--- config.mk ---
export PLATFORM = sky130hd
export DESIGN_NAME = i2c_periph
export DESIGN_NICKNAME = d
export VERILOG_FILES = /design/src/rtl/i2c_periph.sv
export SDC_FILE = /design/constraint.sdc
export NUM_CORES = 1
export LEC_CHECK = 0
export CAP_MARGIN = 30
export CORE_MARGIN = 2
export CORE_UTILIZATION = 38
export DETAILED_ROUTE_END_ITERATION = 12
export PLACE_DENSITY = 0.52
export RECOVER_POWER = 25
export SLEW_MARGIN = 10
export SYNTH_ARGS = -nofsm -noshare
export SYNTH_HDL_FRONTEND = slang
export SYNTH_SLANG_ARGS = --single-unit
--- constraint.sdc ---
create_clock -name clk -period 3.5 [get_ports clk]
set_input_delay 0.525 -clock clk [delete_from_list [all_inputs] [get_ports clk]]
set_output_delay 0.525 -clock clk [all_outputs]
set_load 0.02 [all_outputs]
--- src/rtl/i2c_periph.sv ---
// i2c_periph: simplified I2C target with a fixed 7-bit address and a single 8-bit data register.
module i2c_periph #(
    parameter logic [6:0] ADDRESS     = 7'h55,
    parameter logic [7:0] RESET_DATA  = 8'h67,
    parameter logic [7:0] SDA_OE_MASK = 8'h01
) (
    input  logic       clk,
    input  logic       reset,
    input  logic       read_channel,
    output logic       write_channel,
    output logic [7:0] direction
);
    typedef enum logic [3:0] {IDLE, ADDR, RW, ACK, TX, RX, MACK, SKIP, DONE, ACK_W} state_t;
    state_t     state_q, state_d;
    logic [3:0] cnt_q, cnt_d;
    logic [7:0] sh_q, sh_d, data_q, data_d, dir_q, dir_d;
    logic       rw_q, rw_d, wc_q, wc_d;
    always_comb begin
        state_d = state_q;
        cnt_d   = cnt_q;
        sh_d    = sh_q;
        data_d  = data_q;
        rw_d    = rw_q;
        wc_d    = 1'b1;
        dir_d   = 8'h00;
        unique case (state_q)
            IDLE: if (!read_channel) begin
                state_d = ADDR;
                cnt_d   = 4'd6;
            end
            ADDR: begin
                sh_d    = {sh_q[6:0], read_channel};
                cnt_d   = cnt_q - 4'd1;
                state_d = cnt_q == 4'd0 ? RW : ADDR;
            end
            RW: begin
                rw_d = read_channel;
                if (sh_q[6:0] == ADDRESS) begin
                    state_d = ACK;
                    wc_d    = 1'b0;
                    dir_d   = SDA_OE_MASK;
                end else begin
                    state_d = SKIP;
                    cnt_d   = 4'd9;
                end
            end
            ACK: begin
                cnt_d = 4'd7;
                if (rw_q) begin
                    state_d = TX;
                    wc_d    = data_q[7];
                    dir_d   = SDA_OE_MASK;
                end else begin
                    state_d = RX;
                end
            end
            TX: if (cnt_q == 4'd0) begin
                state_d = MACK;
            end else begin
                cnt_d = cnt_q - 4'd1;
                wc_d  = data_q[cnt_q[2:0] - 3'd1];
                dir_d = SDA_OE_MASK;
            end
            RX: begin
                sh_d  = {sh_q[6:0], read_channel};
                cnt_d = cnt_q - 4'd1;
                if (cnt_q == 4'd0) begin
                    data_d  = {sh_q[6:0], read_channel};
                    state_d = ACK_W;
                    wc_d    = 1'b0;
                    dir_d   = SDA_OE_MASK;
                end
            end
            // Controller ack/nack is observed but has no effect: single byte per transaction.
            MACK:  state_d = DONE;
            ACK_W: state_d = DONE;
            SKIP: begin
                cnt_d   = cnt_q - 4'd1;
                state_d = cnt_q == 4'd1 ? DONE : SKIP;
            end
            DONE: state_d = read_channel ? IDLE : DONE;
            default: state_d = IDLE;
        endcase
    end
    always_ff @(posedge clk or negedge reset) begin
        if (!reset) begin
            state_q <= IDLE;
            cnt_q   <= 4'd0;
            sh_q    <= 8'h00;
            data_q  <= RESET_DATA;
            rw_q    <= 1'b0;
            wc_q    <= 1'b1;
            dir_q   <= 8'h00;
        end else begin
            state_q <= state_d;
            cnt_q   <= cnt_d;
            sh_q    <= sh_d;
            data_q  <= data_d;
            rw_q    <= rw_d;
            wc_q    <= wc_d;
            dir_q   <= dir_d;
        end
    end
    assign write_channel = wc_q;
    assign direction     = dir_q;
endmodule

==> impl_metrics.tcl <==
set metrics [dict create \
    status "finished, final reports clean" \
    setup-violations-final 0 \
    grt_pass1_vias 1015 \
    drtPass1Iterations 4 \
    fmax_mhz 467 \
    synth_cells 128 \
    htreeDepth 1 \
    die_area_sq_mm 0.00435 \
    cp_max_fo 8 \
    cp-end-kind "register" \
    gr-usage-all-layers_pct 14.8 \
    hold_viol_final 0 \
    critPathTopFamily "simple AND/OR/NAND/NOR gates" \
    viasPerCell 5.53 \
    synth_edf_count 0 \
    synth_seq_cells 26 \
    critPathKind "reg2reg" \
    drv_cap 0 \
    cpPeakStageDelay_ps 460 \
    layout_common_cells "dfrtp_1 (20), mux2_2 (16), nor2_1 (8)" \
    power.switching_mw 0.557 \
    register_area_sq_um 658 \
    min_path_type "reg2reg" \
    post-route-period-util_pct 61.2 \
    initial_core_util_pct 39.8 \
    crit_path_start_kind "register" \
    post_route_cells_drive_above_1_share_pct 28.0 \
    fin_skew_ps 10.1 \
    wl_per_cell_um 15.3 \
    syn_area_sq_mm 0.00146 \
    grt_max_degree 16 \
    cts_made_buffers 3 \
    synth_seq_area_share_pct 45.2 \
    syn_avg_cell_area_sq_um 11.4 \
    rsz0062_at_grt "false" \
    ys_types 47 \
    nNetsFinal 138 \
    hpwl_mm 2.00 \
    cts_resized 0 \
    relSlewSlack_pct 54.2 \
    power.leakage_nw 0.664 \
    p_int_mw 0.952 \
    finalInstanceArea_sq_mm 0.00159 \
    ir_worst_vdd_mv 0.505 \
    clock-root-buffer "clkbuf_8" \
    pin_count 12 \
    arrival_ps 2300 \
    antenna_found_initial 0 \
    yosysWarnings 0 \
    detail_route.iter0.violations 79 \
    cts_sinks 26 \
    slew_viol_final 0 \
    place.gp.congestion 0.845 \
    power.clock.fraction_pct 16.5 \
    route.vias.total 996 \
    path_buf_inv 1 \
    rows 22 \
    rrSetupSlack_ps 1360 \
    post_cts_buffers 0 \
    fp.dieW_um 65.9 \
    clk_pin_slew_ps 90 \
    cts_hold_buf 0 \
    combPwrFrac_pct 42.5 \
    pwr-share-seq_pct 40.9 \
    required_ps 3660 \
    core_area_sq_mm 0.00366 \
    final_common_cell "dfrtp_1" \
    portBuffers 4 \
    clk_path_buf_depth 2 \
    ant_nets 0 \
    clock_latency_ps 270 \
    route.detailed.drc 0 \
    synthArstFlopShare_pct 100 \
    power.density_mw_per_mm2 949 \
    overflow 0 \
    syn2layout_area_growth_pct 9.10 \
    routed_wirelength_mm 2.76 \
    switching_share_pct 36.9 \
    cp_slowest_cell "dfrtp_1" \
    cts_tree "done" \
    tightest_slew_ps 685 \
    grt_pass1_wl_mm 4.80 \
    tns_ps 0 \
    fin_crit_ps 2140 \
    diodes 0 \
    place_area_sq_mm 0.00152 \
    worstPathCellList "inv_1 -> ha_1 -> nand4bb_1 -> nor2_1 -> nand3_1 -> mux2_2" \
    ys.flop_type "dfrtp_1" \
    multi_input_area_sq_um 716 \
    fillers 350 \
    fp.dieH_um 65.9 \
]
[sequential cells by signal (all words and copies together), names as in the netlist]
| register | count |
|---|---|
| state_q | 4 |
| data_q | 8 |
| write_channel | 1 |
| direction | 1 |
| cnt_q | 4 |
| sh_q | 7 |
| rw_q | 1 |
[final cells by class]
cell class	instances	share of cell area [%]
flip-flops and latches	26	41.4
multi-input cells	89	45.0
well taps	48	3.78
repair buffers	6	3.70
clock inverters	1	1.89
inverters	7	1.65
clock buffers	3	2.60
[synth_stat cells (all sizes together), types with 2 or more instances]
library cell   n  share of area [%]
or3b           3                1.8
a21oi          6                2.1
xnor2          2                1.2
nand2b         2               0.86
mux2          17                 13
nand2          3                1.3
dfstp          6                 11
nand3          3                1.0
o21ai          3                1.0
mux4           2                3.1
clkbuf         2               0.52
nor4           2               0.86
inv            7                1.8
dfrtp         20                 34
nor2b          2               0.86
ha             2                1.7
a211oi         2                1.0
mux2i          2                1.4
buf           10                5.0
o211ai         3                1.5
nor2           8                2.1
[kinds of logic after synthesis]
logic type	count (synthesis)	synth area share (%)
adder cells (fa/ha/maj)	2	1.72
AO/OA/AOI/OAI	27	13.6
flip-flops	26	45.2
XOR/XNOR	2	1.20
other	1	0.257
AND/OR/NAND/NOR	30	12.9
multiplexers	21	17.9
buffers and inverters	19	7.30
[layer usage]
layer | global-route usage, % | wire length (um) | up-vias
met5 | 0 | 0 | -
met4 | 6.38 | 29 | 0
met3 | 3.58 | 109 | 2
met2 | 23.4 | 1340 | 22
met1 | 19.2 | 1290 | 509
li1 | - | - | 463
[worst paths after layout]
path	start	to	cells past startpoint
min in group asynchronous	reset	state_q[2]	1
max reg2reg	cnt_q[0]	data_q[3]	6
max in group asynchronous	reset	data_q[2]	3
max	cnt_q[0]	data_q[3]	6
min reg2reg	data_q[3]	data_q[3]	1
min	data_q[3]	data_q[3]	1
[per-stage QoR]
step | instances | setup WS (ps) | utilization, % | total power, mW | hold slack, ps
6_report | 180 | 1360 | 43.4 | 1.51 | 517
2_1_floorplan | 134 | 1610 | - | 1.13 | 229
3_5_place_dp | 176 | 1280 | 41.5 | 1.27 | 501
4_1_cts | 180 | 1350 | 43.4 | 1.52 | 523
3_3_place_gp | 175 | 1300 | 41.2 | 1.26 | 501
5_1_grt | 180 | 1200 | 43.4 | 1.63 | 541
[power groups by stage]
| stage | sequential [mW] | clock (mW) | combinational (mW) |
|---|---|---|---|
| finish | 0.618 | 0.250 | 0.642 |
| global route | 0.646 | 0.270 | 0.713 |
| CTS | 0.617 | 0.257 | 0.644 |
| detailed placement | 0.625 | 0 | 0.641 |
| global placement | 0.621 | 0 | 0.638 |
| floorplan | 0.541 | 0 | 0.590 |
(Power assumes the default switching activity.)
